--- src/rtl/uart_ctrl_pkg.sv ---
// Shared definitions for the UART command controller: opcodes, FSM state
// encoding and the fixed register-file slots used for ALU operands.
package uart_ctrl_pkg;

  localparam logic [7:0] OP_WRITE   = 8'hAA;
  localparam logic [7:0] OP_READ    = 8'hBB;
  localparam logic [7:0] OP_ALU_OPS = 8'hCC;
  localparam logic [7:0] OP_ALU_FUN = 8'hDD;

  // Register-file slots that receive the A and B operands of an 0xCC frame
  localparam logic [7:0] ALU_ADDR_A = 8'd0;
  localparam logic [7:0] ALU_ADDR_B = 8'd1;

  typedef enum logic [3:0] {
    IDLE     = 4'd0,
    WR_ADDR  = 4'd1,
    WR_DATA  = 4'd2,
    RD_ADDR  = 4'd3,
    RD_WAIT  = 4'd4,
    OP_A     = 4'd5,
    OP_B     = 4'd6,
    FUN      = 4'd7,
    ALU_WAIT = 4'd8,
    TX_LO    = 4'd9,
    TX_HI    = 4'd10
  } state_t;

endpackage

--- src/rtl/uart_cmd_tx_sender.sv ---
// Response sender: holds a one- or two-byte response (low byte first) and
// runs the valid/ready handshake toward the UART transmitter.
module uart_cmd_tx_sender #(
  parameter int DSIZE = 8
) (
  input  logic               clk,
  input  logic               rst,
  input  logic               load,
  input  logic               two_bytes,
  input  logic [2*DSIZE-1:0] resp,
  input  logic               tx_ready,
  output logic [DSIZE-1:0]   tx_data,
  output logic               tx_valid,
  output logic               byte_sent,
  output logic               done
);

  logic [DSIZE-1:0] hi_byte;
  logic [1:0]       left;

  assign byte_sent = tx_valid & tx_ready;
  assign done      = byte_sent & (left == 2'd1);

  // Load a new response or advance to the next byte after each handshake
  always_ff @(posedge clk) begin
    if (rst) begin
      tx_data  <= '0;
      tx_valid <= 1'b0;
      hi_byte  <= '0;
      left     <= 2'd0;
    end else if (load) begin
      tx_data  <= resp[DSIZE-1:0];
      hi_byte  <= resp[2*DSIZE-1:DSIZE];
      left     <= two_bytes ? 2'd2 : 2'd1;
      tx_valid <= 1'b1;
    end else if (byte_sent) begin
      if (left == 2'd2) begin
        tx_data <= hi_byte;
        left    <= 2'd1;
      end else begin
        tx_valid <= 1'b0;
        left     <= 2'd0;
      end
    end else begin
      tx_valid <= tx_valid;
    end
  end

endmodule

--- src/rtl/uart_cmd_ctrl.sv ---
// UART command controller: decodes write/read/ALU frames from the received
// byte stream, drives register-file and ALU strobes and sends responses.
// Optional macro RX_ERR_ABORT_EN: bytes flagged with PAR_ERR/STOP_ERR abort
// the current frame and pulse FRAME_ERR; otherwise the flags are ignored.
module uart_cmd_ctrl
  import uart_ctrl_pkg::*;
#(
  parameter int DSIZE = 8,
  parameter int AW    = 4,
  parameter int FW    = 4
) (
  input  logic               CLK,
  input  logic               RST,
  input  logic [DSIZE-1:0]   RX_DATA,
  input  logic               RX_VALID,
  input  logic               PAR_ERR,
  input  logic               STOP_ERR,
  output logic [AW-1:0]      RF_ADDR,
  output logic [DSIZE-1:0]   RF_WR_DATA,
  output logic               RF_WR_EN,
  output logic               RF_RD_EN,
  input  logic [DSIZE-1:0]   RF_RD_DATA,
  input  logic               RF_RD_VALID,
  output logic [FW-1:0]      ALU_FUN,
  output logic               ALU_EN,
  input  logic [2*DSIZE-1:0] ALU_OUT,
  input  logic               ALU_VALID,
  output logic [DSIZE-1:0]   TX_DATA,
  output logic               TX_VALID,
  input  logic               TX_READY,
  output logic               FRAME_ERR,
  output logic               UNK_CMD,
  output logic               OVERRUN
);

  state_t             state;
  logic               load;
  logic               two_bytes;
  logic [2*DSIZE-1:0] resp;
  logic               byte_sent;
  logic               done;
  logic               rx_state;
  logic               frame_abort;

  // States that consume frame bytes, as opposed to waiting or sending
  assign rx_state = (state == IDLE) || (state == WR_ADDR) || (state == WR_DATA) ||
                    (state == RD_ADDR) || (state == OP_A) || (state == OP_B) ||
                    (state == FUN);

`ifdef RX_ERR_ABORT_EN
  assign frame_abort = RX_VALID & rx_state & (PAR_ERR | STOP_ERR);
`else
  logic unused_err;
  assign unused_err  = PAR_ERR ^ STOP_ERR;
  assign frame_abort = 1'b0;
`endif

  // Hand the read byte or the ALU result to the sender when it returns
  always_comb begin
    load      = 1'b0;
    two_bytes = 1'b0;
    resp      = '0;
    if ((state == RD_WAIT) && RF_RD_VALID) begin
      load = 1'b1;
      resp = {{DSIZE{1'b0}}, RF_RD_DATA};
    end else if ((state == ALU_WAIT) && ALU_VALID) begin
      load      = 1'b1;
      two_bytes = 1'b1;
      resp      = ALU_OUT;
    end else begin
      load = 1'b0;
    end
  end

  uart_cmd_tx_sender #(.DSIZE(DSIZE)) u_tx (
    .clk       (CLK),
    .rst       (RST),
    .load      (load),
    .two_bytes (two_bytes),
    .resp      (resp),
    .tx_ready  (TX_READY),
    .tx_data   (TX_DATA),
    .tx_valid  (TX_VALID),
    .byte_sent (byte_sent),
    .done      (done)
  );

  // Frame decoder FSM with registered strobes and event pulses
  always_ff @(posedge CLK) begin
    if (RST) begin
      state      <= IDLE;
      RF_ADDR    <= '0;
      RF_WR_DATA <= '0;
      RF_WR_EN   <= 1'b0;
      RF_RD_EN   <= 1'b0;
      ALU_FUN    <= '0;
      ALU_EN     <= 1'b0;
      FRAME_ERR  <= 1'b0;
      UNK_CMD    <= 1'b0;
      OVERRUN    <= 1'b0;
    end else begin
      RF_WR_EN  <= 1'b0;
      RF_RD_EN  <= 1'b0;
      ALU_EN    <= 1'b0;
      FRAME_ERR <= 1'b0;
      UNK_CMD   <= 1'b0;
      OVERRUN   <= 1'b0;
      if (frame_abort) begin
        FRAME_ERR <= 1'b1;
        state     <= IDLE;
      end else begin
        case (state)
          IDLE: if (RX_VALID) begin
            case (RX_DATA)
              OP_WRITE:   state   <= WR_ADDR;
              OP_READ:    state   <= RD_ADDR;
              OP_ALU_OPS: state   <= OP_A;
              OP_ALU_FUN: state   <= FUN;
              default:    UNK_CMD <= 1'b1;
            endcase
          end
          WR_ADDR: if (RX_VALID) begin
            RF_ADDR <= RX_DATA[AW-1:0];
            state   <= WR_DATA;
          end
          WR_DATA: if (RX_VALID) begin
            RF_WR_DATA <= RX_DATA;
            RF_WR_EN   <= 1'b1;
            state      <= IDLE;
          end
          RD_ADDR: if (RX_VALID) begin
            RF_ADDR  <= RX_DATA[AW-1:0];
            RF_RD_EN <= 1'b1;
            state    <= RD_WAIT;
          end
          RD_WAIT: begin
            OVERRUN <= RX_VALID;
            if (RF_RD_VALID) state <= TX_LO;
          end
          OP_A: if (RX_VALID) begin
            RF_ADDR    <= ALU_ADDR_A[AW-1:0];
            RF_WR_DATA <= RX_DATA;
            RF_WR_EN   <= 1'b1;
            state      <= OP_B;
          end
          OP_B: if (RX_VALID) begin
            RF_ADDR    <= ALU_ADDR_B[AW-1:0];
            RF_WR_DATA <= RX_DATA;
            RF_WR_EN   <= 1'b1;
            state      <= FUN;
          end
          FUN: if (RX_VALID) begin
            ALU_FUN <= RX_DATA[FW-1:0];
            ALU_EN  <= 1'b1;
            state   <= ALU_WAIT;
          end
          ALU_WAIT: begin
            OVERRUN <= RX_VALID;
            if (ALU_VALID) state <= TX_LO;
          end
          TX_LO: begin
            OVERRUN <= RX_VALID;
            if (byte_sent) state <= done ? IDLE : TX_HI;
          end
          TX_HI: begin
            OVERRUN <= RX_VALID;
            if (byte_sent) state <= IDLE;
          end
          default: state <= IDLE;
        endcase
      end
    end
  end

endmodule

--- config.mk ---
export PLATFORM = sky130hd
export DESIGN_NAME = uart_cmd_ctrl
export DESIGN_NICKNAME = d
export VERILOG_FILES = /design/src/rtl/uart_ctrl_pkg.sv /design/src/rtl/uart_cmd_tx_sender.sv /design/src/rtl/uart_cmd_ctrl.sv
export SDC_FILE = /design/constraint.sdc
export NUM_CORES = 1
export LEC_CHECK = 0
export BUFFER_PORTS_ARGS = -buffer_cell sky130_fd_sc_hd__buf_2
export CORE_MARGIN = 3
export CORE_UTILIZATION = 49
export CTS_CLUSTER_DIAMETER = 40
export DETAILED_ROUTE_END_ITERATION = 8
export GPL_TIMING_DRIVEN = 1
export PLACE_DENSITY_LB_ADDON = 0.2
export SETUP_SLACK_MARGIN = 0.2
export SLEW_MARGIN = 30
export SYNTH_ARGS = -nofsm -noshare
export SYNTH_HDL_FRONTEND = slang
export SYNTH_SLANG_ARGS = --single-unit
--- constraint.sdc ---
create_clock -name CLK -period 2.2 [get_ports CLK]
set_clock_uncertainty 0.1 [all_clocks]
set_input_delay 0.33 -clock CLK [delete_from_list [all_inputs] [get_ports CLK]]
set_output_delay 0.33 -clock CLK [all_outputs]
set_load 0.01 [all_outputs]
==> results.txt <==
Commonest non-fill, non-tap cell in the layout - buf_2
Netlist Area Pre-Place - 0.00206 mm^2
Detailed Place HPWL - 3480 um
CTS Hold Bufs - 0
Ant. Diodes - 0
R2R setup slack - 0.31 ns
Cells after Synth - 233
CP max stage delay - 0.60 ns
Number of DRC markers in iteration 0 - 115
Avg WL per Cell - 13.7 um
Syn. warnings - 0
Hold_ws - 0.181 ns
GRT Residual Overflow - 0
Drt drc - 0
CP delay by family, top - compound AO/OA/AOI/OAI gates
Final worst-path cycle share - 0.857
Initial antenna violation count - 0
Die X - 70.9 um
Clk Latency, worst-skew pair - 0.30 ns
Critical path startpoint - state[0]
Hold crit path type - in2reg
Mean Syn Cell Area - 8.86 um^2
Hold Crit Endpoint - u_tx.hi_byte[1]
Total GRT Usage - 0.195
DR vias - 1914
H-tree depth - 2
Core Box Area - 0.00385 mm^2
Worst r2r dst - state[0]
Non-filler cells, final - 349
Largest net degree at the start of global routing - 26
Bufs and invs on worst path - 0
Die height - 70.9 um
Clock transition at path regs - 0.08 ns
Initial Util - 0.535
Synth top area share - 0.427
M1 WL - 2240 um
Synth unique cells - 47
First-pass GRT wire length - 8000 um
IO Port Bufs - 67
CTS Buf Count - 5
Layout area overhead - 22.3%
Max Used Layer - met4
Most frequent cells in the layout - buf_2, dfxtp_1, nor2_1
Max-cap violations - 0
Critical path depth - 5
VDD IR max - 0.412 mV
Worst R2R Path Depth - 5
Vias in the first global route - 1823
Clock Tree Root - clkbuf_8
Die area - 0.00503 mm^2
Slowest cell on crit path - dfxtp_1
Share of layout cells above drive strength 1 - 0.316
Met2 WL - 2110 um
DRT Wirelength - 4780 um
Met3 wire length - 348 um
Top cells by area, synth - dfxtp_1, nor2_1, mux2i_1
RSZ-0062 raised after global routing - no
RD Place Congestion - 0.815
Critical Path RT - 2.32 ns
Setup-failing EPs final - 0
Post-synthesis sequential area ratio - 0.427
XOR/XNOR Fraction of Synth Area - 0.0127
Yosys top cell by area - dfxtp_1
Dpl ws - 0.222 ns
Final Hold Viols - 0
Reg2reg start - state[0]
Fmax - 530 MHz
Post-CTS Setup Inserts - 0
Slew Viols, Final - 0
Placed insts - 341
Pre-Repair DR Iteration Count - 4
Setup crit end kind - flop
Final WS setup - 0.314 ns
Clock sink total - 44
# fillers - 373
WHS Path Cells - 3
Clock buffer depth - 2
Final ANT Viol Nets - 0
Syn Nets - 273
Post-synthesis simple-gate area fraction - 0.211
Setup TNS - 0 ns
Worst path arrival time - 2.01 ns
Net count, final - 340
Pwr/cell area - 637 mW/mm^2
Number of enable flip-flop cells after synthesis - 0
Critical Path, Cell by Cell - o21ai_0, a31oi_1, o32ai_2, or4_1, a21oi_1
Standard-cell rows - 22
Outcome - complete, no violations
Post-Synth Adder-Cell Area - 0
Crit-path max FO - 15
CTS tree - yes
Critical path class - reg2reg
I/O Pins - 71
Vias per cell - 5.48
Compound-Gate Fraction of Synth Area - 0.213
Min cycle time layout - 1.89 ns
Critical Path Source Type - flop
Mux share of post-synthesis cell area - 0.0800
Pleak - 1.08 nW
Main combinational cell family by area after synthesis - compound AO/OA/AOI/OAI gates
Yosys reg bits - 44
Synth async-reset ratio - 0
Hold path start - ALU_OUT[9]
Post-synth top flop - dfxtp_1
==> through the flow <==
step	instance area, um^2	util	power (mW)
floorplan	2060	-	1.05
global placement	2430	0.631	1.13
detailed placement	2430	0.631	1.14
CTS	2520	0.654	1.61
global route	2520	0.655	1.68
finish	2520	0.655	1.61
==> worst register-to-register path, stage by stage, from the launching register on <==
cell and delay, ns:
dfxtp_1 0.60, o21ai_0 0.16, a31oi_1 0.20, o32ai_2 0.16, or4_1 0.48, a21oi_1 0.12
==> where the power goes <==
group | leakage (nW) | total [mW] | internal (mW) | switching (mW)
Combinational | 0.686 | 0.269 | 0.128 | 0.141
Clock | 0.0424 | 0.492 | 0.227 | 0.265
Sequential | 0.356 | 0.848 | 0.818 | 0.0295
Total | 1.08 | 1.61 | 1.17 | 0.435
==> what timing repair did <==
action,4_1_cts,5_1_grt
endpoints found under the setup margin,0,7
resized for setup,0,3
hold endpoints to repair,0,0
==> cell usage after synthesis, types with 3 or more instances <==
| cell | count |
|---|---|
| a211oi_1 | 7 |
| a21oi_1 | 13 |
| inv_1 | 3 |
| o21ai_0 | 12 |
| clkbuf_1 | 7 |
| buf_2 | 5 |
| xnor2_1 | 3 |
| nor3_1 | 3 |
| a22oi_1 | 16 |
| nand2_1 | 15 |
| nand2b_1 | 4 |
| nor2b_1 | 6 |
| nor2_1 | 36 |
| nand3_1 | 4 |
| buf_6 | 3 |
| dfxtp_1 | 44 |
| mux2i_1 | 12 |
==> logic make-up (layout without fill, tap and decap cells) <==
logic type                after synthesis  after routing
xor gates and xnor gates                3              3
buffers and inverters                  20             88
AOI/OAI and AO/OA                      63             63
muxes                                  16             16
and+or+nand+nor                        86             86
DFF                                    44             44
other                                   1              1
==> area by class of cell <==
class / instances / area, um^2 / share of cell area
multi-input combinational: 169 / 1070 / 0.425
sequential: 44 / 883 / 0.350
timing repair buffer: 77 / 410 / 0.163
clock buffer: 7 / 76.3 / 0.0302
tap: 48 / 60.1 / 0.0238
inverter: 3 / 11.3 / 0.00446
clock inverter: 1 / 8.76 / 0.00347
==> how the worst max path moves through the flow <==
stage | endpoint | slack [ns]
3_3_place_gp | state[2] | 0.26
5_1_grt | state[0] | 0.21
6_report | state[0] | 0.31
2_1_floorplan | state[2] | 0.45
3_5_place_dp | state[2] | 0.22
4_1_cts | state[2] | 0.21
==> metal layers <==
layer,vias up,global-route usage
met5,-,0
met4,0,0.0752
met3,8,0.0497
met2,67,0.304
met1,874,0.259
li1,965,-
==> sequential cells by signal (all words and copies together) (netlist names) <==
name and flops:
RF_WR_DATA 8, RF_ADDR 4, u_tx.tx_valid 1, RF_WR_EN 1, u_tx.hi_byte 8, ALU_FUN 4
u_tx.left 2, ALU_EN 1, UNK_CMD 1, state 4, OVERRUN 1, RF_RD_EN 1
u_tx.tx_data 8
Power figures use the tool's default switching activity.
